===== config.mk =====
export PLATFORM = sky130hd
export DESIGN_NAME = multi_perf_counter_flat
export DESIGN_NICKNAME = d
export VERILOG_FILES = /design/src/rtl/multi_perf_counter_if.sv /design/src/rtl/multi_perf_counter.sv /design/src/flat_wrapper.sv
export SDC_FILE = /design/constraint.sdc
export NUM_CORES = 1
export LEC_CHECK = 0
export ABC_CLOCK_PERIOD_IN_PS = 14000
export BUFFER_PORTS_ARGS = -buffer_cell sky130_fd_sc_hd__buf_2
export CORE_MARGIN = 10
export CORE_UTILIZATION = 40
export CTS_BUF_LIST = sky130_fd_sc_hd__clkbuf_4 sky130_fd_sc_hd__clkbuf_8
export CTS_CLUSTER_SIZE = 8
export DETAILED_ROUTE_END_ITERATION = 8
export REMOVE_ABC_BUFFERS = 1
export SETUP_SLACK_MARGIN = 0.5
export SYNTH_ARGS = -nofsm -noshare
export SYNTH_HDL_FRONTEND = slang
export SYNTH_SLANG_ARGS = --single-unit

===== constraint.sdc =====
create_clock -name CLK_50 -period 14 [get_ports CLK_50]
set_clock_uncertainty 0.05 [all_clocks]
set_input_delay 2.8 -clock CLK_50 [delete_from_list [all_inputs] [get_ports CLK_50]]
set_output_delay 2.8 -clock CLK_50 [all_outputs]
set_load 0.01 [all_outputs]

===== src/rtl/multi_perf_counter_if.sv =====
// rtl/multi_perf_counter_if.sv - pc watch, channel config, readout and status bundle
interface multi_perf_counter_if #(
  parameter int NUM_CH = 4,
  parameter int ADDR_W = 16
);
  logic [ADDR_W-1:0]        pc;
  logic                     pc_valid;
  logic [NUM_CH*ADDR_W-1:0] start_pc;
  logic [NUM_CH*ADDR_W-1:0] stop_pc;
  logic [NUM_CH-1:0]        accumulate;
  logic                     clear;
  logic [2:0]               rd_ch;
  logic                     rd_hund;
  logic [2:0]               rd_window;
  logic [11:0]              rd_data;
  logic [NUM_CH-1:0]        ch_running;
  logic [NUM_CH-1:0]        ch_done;
  logic [NUM_CH-1:0]        ch_sat;
  logic                     all_done;

  modport master (
    output pc, pc_valid, start_pc, stop_pc, accumulate, clear, rd_ch, rd_hund, rd_window,
    input  rd_data, ch_running, ch_done, ch_sat, all_done
  );

  modport slave (
    input  pc, pc_valid, start_pc, stop_pc, accumulate, clear, rd_ch, rd_hund, rd_window,
    output rd_data, ch_running, ch_done, ch_sat, all_done
  );
endinterface


===== src/rtl/multi_perf_counter.sv =====
// rtl/multi_perf_counter.sv - multi-channel PC-window cycle/hundredths counter
// Each channel counts cycles between start/stop pc matches; a 2-stage readout formats hex or decimal.
module multi_perf_counter #(
  parameter int NUM_CH   = 4,
  parameter int ADDR_W   = 16,
  parameter int CNT_W    = 32,
  parameter int HUND_W   = 14,
  parameter int PRESCALE = 500_000
) (
  input logic                 CLK_50,
  input logic                 reset,
  multi_perf_counter_if.slave bus
);
  localparam int PRE_W = (PRESCALE > 1) ? $clog2(PRESCALE) : 1;
  localparam int OUT_DIGITS = 24;
  localparam logic [CNT_W-1:0]  CYC_MAX  = '1;
  localparam logic [HUND_W-1:0] HUND_MAX = '1;
  localparam logic [PRE_W-1:0]  PRE_LAST = PRE_W'(PRESCALE - 1);

  function automatic int dec_digits(input int w);
    longint v;
    int n;
    v = (longint'(1) << w) - 1;
    n = 1;
    while (v >= 10) begin
      v = v / 10;
      n = n + 1;
    end
    return n;
  endfunction

  function automatic logic [31:0] pow10(input int k);
    logic [31:0] p;
    p = 32'd1;
    for (int j = 0; j < k; j++) p = p * 32'd10;
    return p;
  endfunction

  localparam int DEC_DIGITS = dec_digits(HUND_W);

  typedef enum logic [1:0] {ST_IDLE, ST_RUN, ST_DONE} state_e;

  state_e            state_q [NUM_CH];
  state_e            state_d [NUM_CH];
  logic [CNT_W-1:0]  cyc_q   [NUM_CH];
  logic [CNT_W-1:0]  cyc_d   [NUM_CH];
  logic [PRE_W-1:0]  presc_q [NUM_CH];
  logic [PRE_W-1:0]  presc_d [NUM_CH];
  logic [HUND_W-1:0] hund_q  [NUM_CH];
  logic [HUND_W-1:0] hund_d  [NUM_CH];
  logic [NUM_CH-1:0] sat_q, sat_d;
  logic [NUM_CH-1:0] running_q, running_d;
  logic [NUM_CH-1:0] done_q, done_d;
  logic              all_done_q, all_done_d;
  logic [NUM_CH-1:0] start_hit, stop_hit;

  logic [CNT_W-1:0]  sel_cyc_q, sel_cyc_d;
  logic [HUND_W-1:0] sel_hund_q, sel_hund_d;
  logic              sel_dec_q, sel_dec_d;
  logic [2:0]        sel_win_q, sel_win_d;
  logic [11:0]       rd_data_q, rd_data_d;
  logic [4*OUT_DIGITS-1:0] hex_ext, dec_ext;
  logic [31:0]       hund_ext;

  always_comb begin
    start_hit = '0;
    stop_hit  = '0;
    for (int i = 0; i < NUM_CH; i++) begin
      start_hit[i] = bus.pc_valid && (bus.pc == bus.start_pc[i*ADDR_W +: ADDR_W]);
      stop_hit[i]  = bus.pc_valid && (bus.pc == bus.stop_pc[i*ADDR_W +: ADDR_W]);
    end
  end

  // Start wins outside RUN, stop wins inside RUN; clear overrides both.
  always_comb begin
    sat_d     = '0;
    running_d = '0;
    done_d    = '0;
    for (int i = 0; i < NUM_CH; i++) begin
      state_d[i] = state_q[i];
      cyc_d[i]   = cyc_q[i];
      presc_d[i] = presc_q[i];
      hund_d[i]  = hund_q[i];
      if (bus.clear) begin
        state_d[i] = ST_IDLE;
        cyc_d[i]   = '0;
        presc_d[i] = '0;
        hund_d[i]  = '0;
      end else begin
        unique case (state_q[i])
          ST_IDLE: if (start_hit[i]) state_d[i] = ST_RUN;
          ST_RUN: begin
            if (cyc_q[i] != CYC_MAX) cyc_d[i] = cyc_q[i] + 1'b1;
            if (hund_q[i] != HUND_MAX) begin
              if (presc_q[i] == PRE_LAST) begin
                presc_d[i] = '0;
                hund_d[i]  = hund_q[i] + 1'b1;
              end else begin
                presc_d[i] = presc_q[i] + 1'b1;
              end
            end
            if (stop_hit[i]) state_d[i] = ST_DONE;
          end
          ST_DONE: if (start_hit[i] && bus.accumulate[i]) state_d[i] = ST_RUN;
          default: state_d[i] = ST_IDLE;
        endcase
      end
      sat_d[i]     = !bus.clear && (sat_q[i] || (cyc_d[i] == CYC_MAX) || (hund_d[i] == HUND_MAX));
      running_d[i] = (state_d[i] == ST_RUN);
      done_d[i]    = (state_d[i] == ST_DONE);
    end
    all_done_d = &done_d;
  end

  always_ff @(posedge CLK_50) begin
    if (reset) begin
      for (int i = 0; i < NUM_CH; i++) begin
        state_q[i] <= ST_IDLE;
        cyc_q[i]   <= '0;
        presc_q[i] <= '0;
        hund_q[i]  <= '0;
      end
      sat_q      <= '0;
      running_q  <= '0;
      done_q     <= '0;
      all_done_q <= 1'b0;
    end else begin
      for (int i = 0; i < NUM_CH; i++) begin
        state_q[i] <= state_d[i];
        cyc_q[i]   <= cyc_d[i];
        presc_q[i] <= presc_d[i];
        hund_q[i]  <= hund_d[i];
      end
      sat_q      <= sat_d;
      running_q  <= running_d;
      done_q     <= done_d;
      all_done_q <= all_done_d;
    end
  end

  // Out-of-range channels select zero, which formats to zero in either mode.
  always_comb begin
    sel_cyc_d  = '0;
    sel_hund_d = '0;
    sel_dec_d  = bus.rd_hund;
    sel_win_d  = bus.rd_window;
    for (int i = 0; i < NUM_CH; i++) begin
      if (bus.rd_ch == 3'(i)) begin
        sel_cyc_d  = cyc_q[i];
        sel_hund_d = hund_q[i];
      end
    end
  end

  always_comb begin
    hex_ext = '0;
    dec_ext = '0;
    hex_ext[CNT_W-1:0] = sel_cyc_q;
    hund_ext = 32'(sel_hund_q);
    for (int k = 0; k < DEC_DIGITS; k++) begin
      dec_ext[4*k +: 4] = 4'((hund_ext / pow10(k)) % 32'd10);
    end
    rd_data_d = sel_dec_q ? dec_ext[12*sel_win_q +: 12] : hex_ext[12*sel_win_q +: 12];
  end

  always_ff @(posedge CLK_50) begin
    if (reset) begin
      sel_cyc_q  <= '0;
      sel_hund_q <= '0;
      sel_dec_q  <= 1'b0;
      sel_win_q  <= '0;
      rd_data_q  <= '0;
    end else begin
      sel_cyc_q  <= sel_cyc_d;
      sel_hund_q <= sel_hund_d;
      sel_dec_q  <= sel_dec_d;
      sel_win_q  <= sel_win_d;
      rd_data_q  <= rd_data_d;
    end
  end

  assign bus.rd_data    = rd_data_q;
  assign bus.ch_running = running_q;
  assign bus.ch_done    = done_q;
  assign bus.ch_sat     = sat_q;
  assign bus.all_done   = all_done_q;
endmodule


===== src/flat_wrapper.sv =====
// flat-port wrapper written by rule: the top's interface ports become plain ports
module multi_perf_counter_flat 
#(
  parameter int NUM_CH   = 4,
  parameter int ADDR_W   = 16,
  parameter int CNT_W    = 32,
  parameter int HUND_W   = 14,
  parameter int PRESCALE = 500_000
)
  (CLK_50, reset, bus_pc, bus_pc_valid, bus_start_pc, bus_stop_pc, bus_accumulate, bus_clear, bus_rd_ch, bus_rd_hund, bus_rd_window, bus_rd_data, bus_ch_running, bus_ch_done, bus_ch_sat, bus_all_done);
  multi_perf_counter_if #(.NUM_CH(NUM_CH), .ADDR_W(ADDR_W)) bus_i ();
  input logic CLK_50;
  input logic reset;
  input wire logic [$bits(bus_i.pc)-1:0] bus_pc;
  input wire logic [$bits(bus_i.pc_valid)-1:0] bus_pc_valid;
  input wire logic [$bits(bus_i.start_pc)-1:0] bus_start_pc;
  input wire logic [$bits(bus_i.stop_pc)-1:0] bus_stop_pc;
  input wire logic [$bits(bus_i.accumulate)-1:0] bus_accumulate;
  input wire logic [$bits(bus_i.clear)-1:0] bus_clear;
  input wire logic [$bits(bus_i.rd_ch)-1:0] bus_rd_ch;
  input wire logic [$bits(bus_i.rd_hund)-1:0] bus_rd_hund;
  input wire logic [$bits(bus_i.rd_window)-1:0] bus_rd_window;
  output wire logic [$bits(bus_i.rd_data)-1:0] bus_rd_data;
  output wire logic [$bits(bus_i.ch_running)-1:0] bus_ch_running;
  output wire logic [$bits(bus_i.ch_done)-1:0] bus_ch_done;
  output wire logic [$bits(bus_i.ch_sat)-1:0] bus_ch_sat;
  output wire logic [$bits(bus_i.all_done)-1:0] bus_all_done;
  assign bus_i.pc = bus_pc;
  assign bus_i.pc_valid = bus_pc_valid;
  assign bus_i.start_pc = bus_start_pc;
  assign bus_i.stop_pc = bus_stop_pc;
  assign bus_i.accumulate = bus_accumulate;
  assign bus_i.clear = bus_clear;
  assign bus_i.rd_ch = bus_rd_ch;
  assign bus_i.rd_hund = bus_rd_hund;
  assign bus_i.rd_window = bus_rd_window;
  assign bus_rd_data = bus_i.rd_data;
  assign bus_ch_running = bus_i.ch_running;
  assign bus_ch_done = bus_i.ch_done;
  assign bus_ch_sat = bus_i.ch_sat;
  assign bus_all_done = bus_i.all_done;
  multi_perf_counter #(.NUM_CH(NUM_CH), .ADDR_W(ADDR_W), .CNT_W(CNT_W), .HUND_W(HUND_W), .PRESCALE(PRESCALE)) u_core (.CLK_50(CLK_50), .reset(reset), .bus(bus_i));
endmodule

# Yosys cells after proc, flatten, opt, wreduce, memory -nomap -nowiden
# Memory sizes are Yosys's and may differ from the RTL's.
# Cells that the tools add are included.
[totals]
ram_bits = 268
mem_count = 4
input_bits = 159
reg_bits = 75
elab_cells = 223
[op_classes]
bitwise = 16
eq_ne = 47
muxes = 92
n_shift = 2
addsub = 12
div_mod_pow = 9
n_reduce_logical = 31
n_mul = 1
[mem_list]
columns = ["memory", "depth", "word_bits", "rd", "rd_ports_with_merged_regs", "wr", "line_no", "rtl"]
rows = [
  ["u_core.cyc_q", 4, 32, 4, 0, 4, "multi_perf_counter.sv:45", "logic [CNT_W-1:0] cyc_q [NUM_CH];"],
  ["u_core.presc_q", 4, 19, 4, 0, 4, "multi_perf_counter.sv:47", "logic [PRE_W-1:0] presc_q [NUM_CH];"],
  ["u_core.hund_q", 4, 14, 4, 0, 4, "multi_perf_counter.sv:49", "logic [HUND_W-1:0] hund_q [NUM_CH];"],
  ["u_core.state_q", 4, 2, 4, 0, 4, "multi_perf_counter.sv:43", "state_e state_q [NUM_CH];"],
]
[ops]
columns = ["operator", "count"]
rows = [
  ["32-bit two-way mux", 20],
  ["19-bit two-way mux", 20],
  ["14-bit two-way mux", 24],
  ["96-bit by 8-bit indexed part select with 12-bit output", 2],
  ["32-bit by 1-bit adder with 32-bit output (second input constant)", 4],
  ["16-bit equality test", 8],
  ["32-bit equality test (second input constant)", 4],
  ["32-bit by 4-bit modulo with 32-bit output (second input constant)", 4],
  ["32-bit inequality test (second input constant)", 4],
  ["19-bit by 1-bit adder with 19-bit output (second input constant)", 4],
  ["19-bit equality test (second input constant)", 4],
  ["14-bit by 1-bit adder with 14-bit output (second input constant)", 4],
  ["14-bit equality test (second input constant)", 4],
  ["14-bit inequality test (second input constant)", 4],
  ["2-bit two-way mux", 20],
  ["14-bit by 10-bit divider with 32-bit output (second input constant)", 1],
  ["14-bit by 14-bit divider with 32-bit output (second input constant)", 1],
  ["14-bit by 4-bit divider with 32-bit output (second input constant)", 1],
  ["14-bit by 7-bit divider with 32-bit output (second input constant)", 1],
  ["14-bit by 4-bit modulo with 32-bit output (second input constant)", 1],
  ["2-bit case mux with 3 select lines", 4],
  ["2-bit by 1-bit equality test with 1-bit output (second input constant)", 8],
  ["2-bit equality test (second input constant)", 8],
  ["1-bit logical AND", 16],
  ["11 further kinds", 39],
]

# Longest topological paths before layout
# Gate-level depths: netlist of run 1.
# An unclocked memory read counts as a cell.
[depth]
ltp_word = 9
ltp_mapped = 35

# Worst setup path before layout of run 1
# No wires, ideal clock.
[synth_timing]
path_type = "reg-to-reg"
start = "register u_core.sel_hund_q[12]"
end = "register u_core.rd_data_q[6], in the netlist u_core.bus.rd_data[6]"
stages_incl_launch_ff = 31
t_required_ns = 13.850
n_path_buf = 2
setup_slack_ns = 7.007
setup_time_ns = 0.100
synth_period_minus_slack_ns = 6.993
arrival_time_ns = 6.843
cell_sequence = "dfxtp_1 > buf_2 > nor2_1 > inv_1 > ha_1 > nor2b_1 > a21oi_1 > a21oi_1 > and3_1 > inv_1 > ha_1 > nand2b_1 > o21ai_0 > nand3_1 > nor4bb_1 > and2_1 > o221a_1 > clkbuf_1 > mux2_2 > a311oi_2 > xnor2_1 > nor2_1 > a211oi_2 > o21ai_0 > a32oi_1 > nand2_1 > o21ai_1 > a21boi_0 > ha_1 > mux2_4 > a2111oi_4"
[synth_via]
elab_chain_len = 4
elab_cells_between_ends = 11
classes_between = "div: 9; shift: 1; mux: 1"
[synth_rtl]
columns = ["item", "line_no", "rtl"]
rows = [
  ["start, declared", "multi_perf_counter.sv:58", "logic [HUND_W-1:0] sel_hund_q, sel_hund_d;"],
  ["start signal, assigned", "multi_perf_counter.sv:175", "sel_hund_q <= sel_hund_d;"],
  ["14-bit by 4-bit divider with 32-bit output, or another cell as far along", "multi_perf_counter.sv:161", "dec_ext[4*k +: 4] = 4'((hund_ext / pow10(k)) % 32'd10);"],
  ["32-bit by 4-bit modulo with 32-bit output", "multi_perf_counter.sv:161", ""],
  ["96-bit by 8-bit indexed part select with 12-bit output *", "multi_perf_counter.sv:163", "rd_data_d = sel_dec_q ? dec_ext[12*sel_win_q +: 12] : hex_ext[12*sel_win_q +: 12];"],
  ["12-bit two-way mux *", "multi_perf_counter.sv:163", ""],
  ["end signal, assigned", "multi_perf_counter.sv:178", "rd_data_q <= rd_data_d;"],
  ["end, declared", "multi_perf_counter.sv:61", "logic [11:0] rd_data_q, rd_data_d;"],
]
# Every way passes the cells marked *; elsewhere a longest branch is shown, timed or not.
# A chain may end at the register's enable or synchronous reset.

# Worst setup path after layout of run 1
[layout_timing]
start = "register u_core.sel_hund_q[12]"
end = "register u_core.rd_data_q[7], in the netlist u_core.bus.rd_data[7]"
# The elaborated chain is that of the path after synthesis.

==> results.ini, run 1 <==
[critical_path]
cp_slowest_cell=dfxtp_1
cp_max_fo=31
critPathKind=reg -> reg
critPathLaunchType=register
cpPeakStageDelay_ns=0.96
worst_ep_required_time_ns=14.50
worst_setup_path_end_kind=register
cp.arrival_ns=10.10

[placement]
place_ws_ns=4.55
hpwl_mm=57.9
portBuffers=183
gp_congestion=0.892

[cts]
cts_root_buffer=clkbuf_8
cts_resized=0
h-tree-depth=2
cts_setup_buffers=0
path_clk_slew_ns=0.06
clock-sinks=343
cts_tree=done
cts_made_buffers=56
hold_buffers=0
clk_path_buf_depth=3
clock_latency_ns=0.61

[synthesis]
postSynthCellCount=3117
synth_top_area_cell=dfxtp_1
syn_area_sq_um=23900
async_reset_ff_share_pct=0
synth_edf_count=0
seq_area_frac_synth_pct=28.8
syn_area_per_cell_sq_um=7.65
synth_most_common_cell=nor2_1
ys.flop_type=dfxtp_1
synth_top_cell_area_share_pct=28.8
synth_area_leaders=dfxtp_1 (29%), xnor2_1 (8.5%), nor2_1 (6.3%)
synth-seq-cells=343
ys_top_cells_by_count=nor2_1 (401), dfxtp_1 (343), nand2_1 (253)
yosys.cell_types.count=120
yosys_warnings=0

[sta]
finalCriticalPeriod_ns=9.59
tightest_slew_ns=1.18
rsz0062_at_grt=false
relSlewSlack_pct=20.7
fin_ws_ns=4.41
fmax_ghz=0.104
setup_violations=0
finalSetupTns_ns=0
slew_viol_final=0
hold_viol_final=0
layout_worst_path_cycle_share_pct=68.5

[final_layout]
synthToLayoutAreaGrowth_pct=10.5
final_layout_size_suffix_gt1_share_pct=12.1
fin_nets=3383

[detailed_routing]
drt-vias-per-instance=5.82
vias=23300
first_iter_violations=1956
dr.pass1.iters=5
routed_wl_mm=76.6
antenna_left=0
post_drt_wl_per_cell_um=19.1
drc=0

[global_route]
grt_pass1_vias=22300
grt_pass1_wl_mm=122
overflow=0
grt_max_degree=88
gr-usage-all-layers_pct=20.8
antenna_found_initial=3

[run_status]
status=completed

[floorplanning]
rows=89
die_w_um=264
dieHeight_um=264
fp.dieArea_sq_um=69800
start_util_pct=40.4
coreArea_sq_um=59000
ios=184

[worst_hold_path]
hold_class=reg -> reg

[power_and_ir_drop]
pwr_density_cell_nw_per_um2=76.6
power_leakage_nw=8.91
irDropWorstVdd_v=0.0000669
power_w=0.00202

[job]
drv_cap=0

==> report_power, final <==
group          internal (W)  switching [W]  total, W
clock network      0.000519       0.000402  0.000921
registers          0.000978     0.00000216  0.000980
logic             0.0000474      0.0000701  0.000117
==> cell usage in the layout (no fill, tap or decap), drive strengths merged, types with 19 or more instances in the layout <==
master / netlist / final
a21oi: 177 / 177
a22oi: 97 / 97
a31oi: 34 / 34
and2: 23 / 23
and3: 67 / 67
buf: 36 / 203
clkbuf: 143 / 93
dfxtp: 343 / 343
ha: 25 / 25
inv: 55 / 56
mux2i: 36 / 36
nand2: 256 / 256
nand2b: 40 / 40
nand3: 149 / 149
nand4: 97 / 97
nor2: 404 / 404
nor2b: 20 / 20
nor3: 91 / 91
nor4: 48 / 48
o211ai: 22 / 22
o21ai: 165 / 165
o22ai: 19 / 19
or3: 53 / 53
xnor2: 233 / 233
xor2: 156 / 156
==> layout make-up <==
cell class / instances / area [sq um]
fillers: 6017 / 32700
inverters: 62 / 233
repair buffers: 203 / 1070
well taps: 773 / 967
clock inverters: 5 / 31.3
multi-input cells: 2533 / 16000
diodes: 2 / 5.00
flip-flops and latches: 343 / 6870
clock buffers: 93 / 1160
==> cell families (layout without fill, tap and decap cells) <==
kind of cell	count (synthesis)	after routing	synth area share (%)
adder cells (fa/ha/maj)	33	33	1.66
buffers and inverters	241	363	4.11
AO/OA/AOI/OAI	717	717	20.8
AND/OR/NAND/NOR	1351	1351	28.4
XOR/XNOR	389	389	14.3
other	0	2	0
flip-flops	343	343	28.8
multiplexers	43	43	1.90
==> per-stage QoR <==
step,instances,utilization [%],instance area [sq um],hold slack [ns]
floorplan,2938,-,23100,0.383
global placement,3914,42.6,25200,0.405
detailed placement,3914,42.6,25200,0.414
CTS,4012,44.7,26400,0.427
global route,4014,44.7,26400,0.465
finish,4014,44.7,26400,0.422
==> sequential cells by signal, indices dropped and copies added, names as in the netlist <==
register / cells
u_core.bus.ch_running: 4
u_core.sel_dec_q: 1
u_core.bus.all_done: 1
u_core.sel_win_q: 3
u_core.bus.ch_sat: 4
u_core.cyc_q: 128
u_core.bus.rd_data: 12
u_core.sel_hund_q: 14
u_core.presc_q: 76
u_core.state_q: 8
u_core.bus.ch_done: 4
u_core.hund_q: 56
u_core.sel_cyc_q: 32
==> worst max-delay path, delay by kind of cell, from the launching register on <==
family / cells / cell delay, ns
DFF: 1 / 0.96
adders and majority gates: 3 / 0.92
AOI/OAI and AO/OA: 10 / 2.92
buffers and inverters: 2 / 0.29
and+or+nand+nor: 12 / 4.38
==> routing by layer <==
metal,part of all wire [%],track usage [%],up-vias
li1,-,-,11400
met1,45,27.5,11200
met2,48,35.3,599
met3,4.6,2.38,93
met4,2.1,5.22,2
met5,0.014,0,-
==> worst paths after layout <==
check / start / endpoint / slack, ns / cells after the start
max: u_core.sel_hund_q[12] / u_core.bus.rd_data[7] / 4.41 / 27
min: u_core.sel_cyc_q[29] / u_core.bus.rd_data[5] / 0.42 / 2
max reg2reg: u_core.sel_hund_q[12] / u_core.bus.rd_data[7] / 4.41 / 27
min reg2reg: u_core.sel_cyc_q[29] / u_core.bus.rd_data[5] / 0.42 / 2
Power figures use the tool's default switching activity.
==> inputs of run 2 (changes only) <==
Settings changed: ABC_CLOCK_PERIOD_IN_PS 14000 to 8200.
Clock period 14 ns to 8.2 ns, I/O delays scaled along.
==> results.ini, run 2 (synthesis results as in run 1) <==
[placement]
gp_congestion=0.924  ; +3.6%
place_ws_ns=0.0544  ; -4.49 ns
portBuffers=183  ; unchanged
dpl_cell_area_sq_um=25300  ; +0.62%
hpwl_mm=57.9  ; about the same

[final_layout]
postLayoutCellArea_sq_um=27100  ; +2.6%
fillCellCount=5972  ; -0.75%
top_regs=u_core.cyc_q: 128 flops, u_core.presc_q: 76 flops, u_core.hund_q: 56 flops
final_common_cell=nor2_1
multiInputGateArea_sq_um=16400  ; +2.4%
largest_register_ffs=128  ; unchanged
final_layout_size_suffix_gt1_share_pct=14.4  ; +2.4 points
mostFrequentLayoutCells=nor2_1 (399), dfxtp_1 (343), nand2_1 (251)
register_area_sq_um=6870  ; unchanged
finish.utilization_pct=45.8  ; +1.2 points
synthToLayoutAreaGrowth_pct=13.4
fin_nets=3416  ; +0.98%
top_register=u_core.cyc_q

[power_and_ir_drop]
irDropWorstVdd_v=0.000123  ; +84%
pwr_density_cell_nw_per_um2=129  ; +69%
power_leakage_nw=9.23  ; +3.5%

[floorplanning]
start_util_pct=40.4  ; unchanged
fp.dieArea_sq_um=69800  ; unchanged
die_w_um=264  ; unchanged
ios=184  ; unchanged
rows=89  ; unchanged
dieHeight_um=264  ; unchanged
coreArea_sq_um=59000  ; unchanged

[detailed_routing]
vias=23700  ; +1.4%
antenna_left=0  ; unchanged
post_drt_wl_per_cell_um=19.2  ; +0.52%
met3_length_mm=4.08  ; +15%
drt-vias-per-instance=5.85  ; +0.53%
dr.pass1.iters=8  ; +3
drc=0  ; unchanged
top_layer=met5
first_iter_violations=2070  ; +5.8%
met1_length_mm=34.3  ; -0.28%
dr_wl_met2_mm=37.3  ; +0.66%
routed_wl_mm=77.6  ; +1.4%

[global_route]
antenna_found_initial=7  ; +4
gr-usage-all-layers_pct=21.0  ; +0.19 points
grt_pass1_vias=22500  ; +0.83%
overflow=0  ; unchanged
grt_pass1_wl_mm=123  ; +0.58%
grt_max_degree=178  ; +100%

[sta]
rsz0062_at_grt=false
relSlewSlack_pct=24.5  ; +3.8 points
holdWs_ns=0.432  ; +0.00992 ns
finalSetupTns_ns=0  ; unchanged
layout_worst_path_cycle_share_pct=90.1  ; +22 points
fmax_ghz=0.135  ; +30%
slew_viol_final=0  ; unchanged
setup_violations=0  ; unchanged
tightest_slew_ns=1.12  ; -0.0586 ns
finalCriticalPeriod_ns=7.39  ; -2.20 ns
fin_ws_ns=0.808  ; -3.60 ns
hold_viol_final=0  ; unchanged

[cts]
clock_latency_ns=0.62  ; about the same
path_clk_slew_ns=0.06  ; about the same
cts_tree=done
h-tree-depth=2  ; unchanged
hold_buffers=0  ; unchanged
clock-sinks=343  ; unchanged
clk_path_buf_depth=3  ; unchanged
cts_root_buffer=clkbuf_8
cts_made_buffers=56  ; unchanged

[critical_path]
worst_setup_path_end_kind=register
critPathLaunchType=register
worst_ep_required_time_ns=8.67  ; -5.83 ns
cpLargestDelayFamily=compound AO/OA/AOI/OAI gates
cp.arrival_ns=7.86  ; -2.24 ns
crit_top_cell=or2_4
cp_max_fo=8  ; -74%
worst-path-buf-inv=1  ; -1
critPathKind=reg -> reg
cp_slowest_cell=or4b_1
cpPeakStageDelay_ns=0.50  ; -0.46 ns

[job]
drv_cap=0  ; unchanged

[worst_hold_path]
hold_class=reg -> reg

[run_status]
status=completed

==> run 2: stage by stage <==
| stage | power [W] | std cells |
|---|---|---|
| finish | 0.00350 | 4049 |
| global route | 0.00363 | 4049 |
| global placement | 0.00191 | 3933 |
| detailed placement | 0.00191 | 3933 |
| floorplan | 0.00180 | 2938 |
| CTS | 0.00354 | 4030 |
==> run 2: repair_timing <==
item | in CTS | in global routing
setup buffers | 0 | 13
gates resized for setup | 15 | 65
setup endpoints to repair | 9 | 12
pin swaps | 0 | 11
==> run 2: layout make-up <==
| type | count | area share (%) |
|---|---|---|
| Inverter | 62 | 0.860 |
| Antenna cell | 5 | 0.0462 |
| Multi-Input combinational cell | 2533 | 60.7 |
| Clock buffer | 90 | 4.19 |
| Timing Repair Buffer | 236 | 4.90 |
| Tap cell | 773 | 3.57 |
| Clock inverter | 7 | 0.361 |
| Sequential cell | 343 | 25.4 |
==> run 2: layer usage <==
layer,vias up,track usage [%]
li1,11500,-
met1,11300,27.5
met2,708,35.6
met3,115,2.31
met4,2,5.93
met5,-,0
==> run 2: path summary, 6_finish.rpt <==
path,startpoint,endpoint,slack (ns),cells after the start
worst min register to register,u_core.sel_cyc_q[24],u_core.bus.rd_data[0],0.43,2
worst min-delay path,u_core.sel_cyc_q[24],u_core.bus.rd_data[0],0.43,2
worst max-delay path,u_core.sel_hund_q[11],u_core.bus.rd_data[6],0.81,26
worst max register to register,u_core.sel_hund_q[11],u_core.bus.rd_data[6],0.81,26
==> run 2: power breakdown <==
part / internal (W) / leakage [nW] / total (W) / switching [W]
clock: 0.000933 / 0.650 / 0.00163 / 0.000693
sequential: 0.00167 / 2.76 / 0.00167 / 0.00000318
combinational: 0.0000813 / 5.81 / 0.000201 / 0.000119
total: 0.00268 / 9.23 / 0.00350 / 0.000816
==> run 2: worst register-to-register path, stage by stage (launching register included) <==
cell	delay (ns)
dfxtp_1	0.32
nor2_2	0.22
inv_1	0.13
ha_2	0.34
nand3b_1	0.22
o221a_1	0.27
o21a_1	0.27
or2_4	0.33
o2111ai_2	0.29
a31oi_4	0.17
or2_4	0.31
nor4_4	0.39
nor2_1	0.18
a221o_1	0.37
nor4_1	0.29
a21boi_4	0.32
a21oi_1	0.13
and2_4	0.22
a41o_1	0.24
o2111a_1	0.26
or4b_1	0.50
a21oi_2	0.28
nand2_2	0.13
a221oi_4	0.31
o21ai_2	0.13
mux2_4	0.34
a2111oi_4	0.34
